[src/rtl/key_filter_bank.sv]
`default_nettype none
`timescale 1ns / 1ps
// ============================================================================
// Module   : key_filter_bank
// Purpose  : Multi-channel push-button debouncer in the Sys_CLK domain.
//            A shared divider produces a one-cycle sample tick. Each channel
//            synchronises its raw pin through two flops and accepts a new
//            level only after STABLE_TICKS consecutive ticks of disagreement.
//            It produces a clean level plus one-cycle press/release strobes.
// Ports    : Sys_CLK     - system clock, rising edge
//            Sys_RST_n   - asynchronous active-low reset
//            Key_In      - raw asynchronous key pins [N_KEYS]
//            Key_Out     - debounced level, 1 = pressed [N_KEYS]
//            Key_Press   - one-cycle strobe on Key_Out 0->1 [N_KEYS]
//            Key_Release - one-cycle strobe on Key_Out 1->0 [N_KEYS]
//            Key_Long    - one-cycle long-press strobe [N_KEYS]
//            Tick        - shared sample-tick enable
// Options  : define KEY_FILTER_LONGPRESS_EN to build the long-press counters;
//            without it Key_Long is a constant 0.
// Revision : 1.0 - initial release
// ============================================================================
module key_filter_bank #(
    parameter int N_KEYS       = 2,
    parameter int TICK_DIV     = 50000,
    parameter int STABLE_TICKS = 12,
    parameter int ACTIVE_LOW   = 1,
    parameter int LONG_TICKS   = 1000
) (
    input  logic              Sys_CLK,
    input  logic              Sys_RST_n,
    input  logic [N_KEYS-1:0] Key_In,
    output logic [N_KEYS-1:0] Key_Out,
    output logic [N_KEYS-1:0] Key_Press,
    output logic [N_KEYS-1:0] Key_Release,
    output logic [N_KEYS-1:0] Key_Long,
    output logic              Tick
);

    localparam int                 c_DIV_W      = $clog2(TICK_DIV);
    localparam logic [c_DIV_W-1:0] c_DIV_LAST   = c_DIV_W'(TICK_DIV - 1);
    localparam int                 c_STB_W      = $clog2(STABLE_TICKS + 1);
    localparam logic [c_STB_W-1:0] c_STB_LAST   = c_STB_W'(STABLE_TICKS - 1);
    // Raw pin level of a key that is not pressed.
    localparam logic               c_RELEASED   = (ACTIVE_LOW != 0);

    if (N_KEYS < 1 || TICK_DIV < 2 || STABLE_TICKS < 1 || LONG_TICKS < 1) begin : g_bad_param
        $error("key_filter_bank: illegal parameter value");
    end

    // ------------------------------------------------------------------------
    // Shared tick divider. Tick is registered, so it is loaded from the
    // counter's next value: it is high exactly while the counter holds
    // TICK_DIV-1.
    // ------------------------------------------------------------------------
    logic [c_DIV_W-1:0] r_div_cnt;
    logic [c_DIV_W-1:0] w_div_next;
    logic               r_tick;

    assign w_div_next = (r_div_cnt == c_DIV_LAST) ? '0 : r_div_cnt + 1'b1;

    always_ff @(posedge Sys_CLK or negedge Sys_RST_n) begin
        if (!Sys_RST_n) begin
            r_div_cnt <= '0;
            r_tick    <= 1'b0;
        end else begin
            r_div_cnt <= w_div_next;
            r_tick    <= (w_div_next == c_DIV_LAST);
        end
    end

    assign Tick = r_tick;

    // ------------------------------------------------------------------------
    // Two-flop synchroniser. Both stages reset to the released pin level so
    // that leaving reset never looks like a key edge.
    // ------------------------------------------------------------------------
    logic [N_KEYS-1:0] r_sync1;
    logic [N_KEYS-1:0] r_sync2;
    logic [N_KEYS-1:0] w_sample;

    always_ff @(posedge Sys_CLK or negedge Sys_RST_n) begin
        if (!Sys_RST_n) begin
            r_sync1 <= {N_KEYS{c_RELEASED}};
            r_sync2 <= {N_KEYS{c_RELEASED}};
        end else begin
            r_sync1 <= Key_In;
            r_sync2 <= r_sync1;
        end
    end

    // Normalised so that 1 always means pressed.
    assign w_sample = r_sync2 ^ {N_KEYS{c_RELEASED}};

    // ------------------------------------------------------------------------
    // Per-channel stability filter and strobes.
    // ------------------------------------------------------------------------
    for (genvar gi = 0; gi < N_KEYS; gi++) begin : g_chan
        logic [c_STB_W-1:0] r_stb_cnt;
        logic               r_out;
        logic               r_press;
        logic               r_release;
        logic               w_differ;
        logic               w_accept;

        assign w_differ = w_sample[gi] ^ r_out;
        // The tick that completes STABLE_TICKS of disagreement flips the level.
        assign w_accept = w_differ & r_tick & (r_stb_cnt == c_STB_LAST);

        always_ff @(posedge Sys_CLK or negedge Sys_RST_n) begin
            if (!Sys_RST_n) begin
                r_stb_cnt <= '0;
                r_out     <= 1'b0;
                r_press   <= 1'b0;
                r_release <= 1'b0;
            end else begin
                r_press   <= w_accept & ~r_out;
                r_release <= w_accept & r_out;
                if (!w_differ) begin
                    // Any agreement, even between ticks, restarts filtering.
                    r_stb_cnt <= '0;
                end else if (r_tick) begin
                    if (w_accept) begin
                        r_stb_cnt <= '0;
                        r_out     <= ~r_out;
                    end else begin
                        r_stb_cnt <= r_stb_cnt + 1'b1;
                    end
                end
            end
        end

        assign Key_Out[gi]     = r_out;
        assign Key_Press[gi]   = r_press;
        assign Key_Release[gi] = r_release;

`ifdef KEY_FILTER_LONGPRESS_EN
        localparam int                 c_LNG_W    = $clog2(LONG_TICKS + 1);
        localparam logic [c_LNG_W-1:0] c_LNG_LAST = c_LNG_W'(LONG_TICKS - 1);
        localparam logic [c_LNG_W-1:0] c_LNG_MAX  = c_LNG_W'(LONG_TICKS);

        logic [c_LNG_W-1:0] r_long_cnt;
        logic               r_long;

        // The counter saturates at LONG_TICKS, which is what prevents any
        // auto-repeat; only a release (level back to 0) re-arms it.
        always_ff @(posedge Sys_CLK or negedge Sys_RST_n) begin
            if (!Sys_RST_n) begin
                r_long_cnt <= '0;
                r_long     <= 1'b0;
            end else begin
                r_long <= 1'b0;
                if (!r_out) begin
                    r_long_cnt <= '0;
                end else if (r_tick && (r_long_cnt != c_LNG_MAX)) begin
                    r_long_cnt <= r_long_cnt + 1'b1;
                    // Suppressed if the key is being released on this tick.
                    r_long     <= (r_long_cnt == c_LNG_LAST) & ~w_accept;
                end
            end
        end

        assign Key_Long[gi] = r_long;
`else
        assign Key_Long[gi] = 1'b0;
`endif
    end

endmodule
`default_nettype wire
[config.mk]
export PLATFORM = sky130hd
export DESIGN_NAME = key_filter_bank
export DESIGN_NICKNAME = d
export VERILOG_FILES = /design/src/rtl/key_filter_bank.sv
export SDC_FILE = /design/constraint.sdc
export NUM_CORES = 1
export LEC_CHECK = 0
export BUFFER_PORTS_ARGS = -buffer_cell sky130_fd_sc_hd__buf_2
export CAP_MARGIN = 20
export CORE_ASPECT_RATIO = 0.6
export CORE_MARGIN = 3
export CORE_UTILIZATION = 30
export DETAILED_ROUTE_END_ITERATION = 16
export HOLD_SLACK_MARGIN = 0.1
export PLACE_DENSITY_LB_ADDON = 0.12
export SLEW_MARGIN = 25
export SYNTH_ARGS = -nofsm -noshare
export SYNTH_HDL_FRONTEND = slang
export SYNTH_SLANG_ARGS = --single-unit
[constraint.sdc]
create_clock -name Sys_CLK -period 1.65 [get_ports Sys_CLK]
set_input_delay 0.165 -clock Sys_CLK [delete_from_list [all_inputs] [get_ports Sys_CLK]]
set_output_delay 0.165 -clock Sys_CLK [all_outputs]
set_load 0.01 [all_outputs]
# [After elaboration in Yosys (flattened, before gate mapping)]
# Cells that the tools add are included.
[totals] regBits=35 inputBits=4 out_inout_bits=9 elab_cells=43
[op_classes] addsub=3 n_eq_ne=6 muxes=7 bitwise_logic=13 reduce_logical=2
[ops] operator="equality test 16 bit, second input constant" count=2
[ops] operator="two-way mux 4 bit" count=6
[ops] operator="adder 16 x 1 -> 16 bit, second input constant" count=1
[ops] operator="two-way mux 16 bit" count=1
[ops] operator="adder 4 x 1 -> 4 bit, second input constant" count=2
[ops] operator="AND 1 bit" count=8
[ops] operator="equality test 4 bit, second input constant" count=2
[ops] operator="AND reduction 3 bit" count=2
[ops] operator="inequality test 2 bit, second input constant" count=2
[ops] operator="NOT 1 bit" count=2
[ops] operator="NOT 2 bit" count=1
[ops] operator="XOR 1 bit" count=2

# [Logic depth before layout (Yosys ltp)]
[logic_depth] ltp_word=7 mapped_depth=6 mapped_depth_nobuf=6

# [Worst setup path after synthesis]
# OpenSTA, ideal clock, no wires.
[synth_path] path_type="flip-flop to flip-flop" start="register r_div_cnt[4]" end="register r_tick, in the netlist Tick" setup_ps=95 t_arrival_ps=1663 t_required_ps=1555 setup_slack_ps=-108 path_stages_with_launch=5 n_path_buf=1 period_less_slack_ps=1758 cell_sequence="dfrtp_1 buf_2 or4_4 or4_4 nor4b_2"
[synth_via] elab_chain_cells=3 word_cells_on_any_way=4 classes_between="add/sub (1); eq/ne (2); mux (1)"
[synth_rtl] element="start, declared" line="55" source="logic [c_DIV_W-1:0] r_div_cnt;"
[synth_rtl] element="start signal, assigned" line="66" source="r_div_cnt <= w_div_next;"
[synth_rtl] element="adder 16 x 1 -> 16 bit or equality test 16 bit (tied branches)" line="59" source="assign w_div_next = (r_div_cnt == c_DIV_LAST) ? '0 : r_div_cnt + 1'b1;"
[synth_rtl] element="two-way mux 16 bit *" line="59"
[synth_rtl] element="equality test 16 bit *" line="67" source="r_tick <= (w_div_next == c_DIV_LAST);"
[synth_rtl] element="end signal, assigned" line="67"
[synth_rtl] element="end, declared" line="57" source="logic r_tick;"
# Every way passes the cells marked *; elsewhere a longest branch is shown, timed or not.
# A chain may end at the register's enable or synchronous reset.

# [Final worst setup path]
# Same ends and word-level chain as after synthesis.

==> metrics.cfg <==
[synthesis]
synthSimpleGateAreaFrac_pct=23.55
netlist_area_um2=1700
synth_mux_area_share_pct=2.355
synth_area_per_cell_um2=10.00
synth_xor_xnor_area_share_pct=9.272
synthArstFlopShare_pct=100.0
synth_top_area_share_pct=45.62
synth_top_family_by_area=simple AND/OR/NAND/NOR gates
synth_ff_type=dfrtp_1
synth-edff-count=0
synth_most_common_cell=dfrtp_1
ys_seq_area_share_pct=51.80
synth_fa_ha_area_share_pct=2.208
synthTopCellsByCount=31 x dfrtp_1, 20 x nand2_1, 16 x nor2_1, 10 x a21oi_1
synth_top_cells_by_area=dfrtp_1 46%, dfstp_2 6.2%, xnor2_1 4.6%
ys_seq_elements=35
synth-compound-area-share_pct=4.709
yosysUniqueCellTypes=33
netlist_instances=170
netlist.top_cell.by_area=dfrtp_1
synth-warning-count=0

[timing]
fmax_mhz=580.6
rsz0062_at_grt=true
setup_violations=1
fin_tns_setup_ns=-0.07238
finalHoldViolCount=0
fin_crit_sh_pct=104.4
setup_ws_ns=-0.07238
skew_ns=0.003618
period_needed_ns=1.722
slew_viol_final=0

[critical_path]
arrival_ns=1.92
cp-end-kind=flip-flop
start_kind=flip-flop
crit_chain=nand4_1 -> nor4_2 -> buf_4 -> mux2i_1 -> nand3b_1 -> nor4b_2
reg2reg_slack_ns=-0.07
critical_path_class=flip-flop to flip-flop
cp_top_family=simple AND/OR/NAND/NOR gates
crit_path_max_incr_delay_ns=0.43
cp_max_fo=4
crit_slowest_cell=dfrtp_1
crit_required_ns=1.85
path_buf_inv=1

[grt]
antenna_found_initial=0
grt_pass1_wl_um=6272
first_global_vias=1328
overflow=0
grt_usage_pct=12.16
grt_max_degree=36

[final_layout]
fin_nets=219
design_area_um2=2233
drive_gt1_share_pct=36.62
stdcell_count=279
diodes=0
n_fill_cell=523
area_growth_pct=31.35
regArea_um2=880.8
multi_input_area_um2=823.3

[placed_design]
dp.final_hpwl_um=2555
portBuffers=10
place_area_um2=1998
dp.cells=265
gp_congestion=0.8091

[route]
vias=1277
dr.pass1.iters=4
vias_per_cell=4.577
wirelength_um=3503
drc=0
drtIter0Drc=78
wl_per_cell_um=12.56
postRouteAntennaNets=0

[power]
p_leak_uw=0.001021
peakVddDrop_mv=0.2836
powerDensity_nw_per_um2=681.0

[die]
core_um2=5255
die_area_um2=6637
rows=20
initial_core_util_pct=32.36
io_pins=13
die_x_um=103.2
die_h_um=64.32

[run_status]
outcome=finished with violations
violations=setup timing

[cts]
clockBufferDepth=2
cts.reportedPaths.clkPinSlew_ns=0.07
cts_max_level=2
cts_made_buffers=5
cts_tree=done
insertion_delay_ns=0.28
cts_root_buf=clkbuf_8
cts_sinks=35

[worst_hold_path]
min_path_type=flip-flop to flip-flop

[flow_run]
timing.max_cap.violations=0

## state kept, by name, summed over array words and instances (netlist names)
signal,cells
Tick,1
g_chan.r_out,2
g_chan.r_press,2
g_chan.r_release,2
g_chan.r_stb_cnt,8
r_div_cnt,16
r_sync1,2
r_sync2,2
## stage by stage
stage | power, uW | hold WS [ns] | setup slack, ns | utilization, %
after CTS | 1549 | 0.3612 | -0.08980 | 41.45
final | 1521 | 0.3583 | -0.07238 | 42.50
after global routing | 1616 | 0.3630 | -0.1839 | 42.50
after global placement | 917.7 | 0.2344 | -0.1091 | 38.02
after floorplan | 893.4 | -0.1306 | -0.03493 | -
after detailed placement | 918.2 | 0.2374 | -0.1127 | 38.02
## worst register-to-register path: cells and delay by family (launching register included)
| kind | cells | cell delay (ns) |
|---|---|---|
| flops | 1 | 0.43 |
| buf+inv | 1 | 0.16 |
| simple gates | 4 | 0.88 |
| mux | 1 | 0.17 |
## cell usage in the layout (no fill, tap or decap), types with 2 or more instances in the layout
cell / Yosys / final
a21oi_1: 10 / 9
buf_2: 2 / 10
buf_4: 8 / 33
clkbuf_8: 0 / 5
clkinvlp_4: 0 / 2
conb_1: 1 / 2
dfrtp_1: 31 / 31
dfstp_2: 4 / 4
dlygate4sd3_1: 0 / 3
ha_1: 3 / 2
inv_1: 4 / 4
mux2i_1: 4 / 4
nand2_1: 20 / 19
nand2b_1: 4 / 2
nand3_1: 5 / 4
nand3b_1: 2 / 2
nand4_1: 5 / 5
nor2_1: 16 / 15
nor3_1: 9 / 7
nor3_2: 1 / 2
nor4_4: 0 / 2
o21ai_0: 4 / 3
or4_4: 2 / 2
xnor2_1: 9 / 9
xor2_1: 9 / 8
## worst paths after layout
check | start | end | depth (start not counted)
max reg2reg | r_div_cnt[4] | Tick | 6
min | r_sync1[1] | r_sync2[1] | 0
max | r_div_cnt[4] | Tick | 6
min in group asynchronous | Sys_RST_n | r_div_cnt[13] | 3
min reg2reg | r_sync1[1] | r_sync2[1] | 0
max in group asynchronous | Sys_RST_n | r_sync1[0] | 3
## layer usage
layer / vias to the layer above / routed length (um) / track usage, %
met5: - / 0 / 0
met4: 0 / 18 / 2.908
met3: 2 / 148 / 3.817
met2: 14 / 1449 / 17.25
met1: 613 / 1887 / 17.84
li1: 648 / - / -
## kinds of logic (layout without fill, tap and decap cells)
family	count (synthesis)	after routing
xor gates and xnor gates	18	18
adders and majority gates	3	3
buffers and inverters	18	60
AOI/OAI and AO/OA	15	15
muxes	4	4
other	1	2
DFF	35	35
and+or+nand+nor	76	76
## power by group
group | switching, uW | internal [uW] | total, uW
sequential | 2.04 | 866 | 868
clock | 322 | 294 | 616
combinational | 24.0 | 12.6 | 36.6
## cell type report
cell class	count	share of cell area (%)
Clock buffer	5	3.081
Timing Repair Buffer	47	15.18
Tap cell	66	3.697
Sequential cell	35	39.44
Multi-Input combinational cell	118	36.86
Clock inverter	3	0.8964
Inverter	5	0.8403
## repair_timing
item | in CTS | in global routing
endpoints found under the setup margin | 10 | 4
pin swaps | 7 | 4
setup buffers | 1 | 2
hold buffers | 3 | 0
gates resized for setup | 10 | 8
endpoints found under the hold margin | 33 | 0
Power figures use the tool's default switching activity.
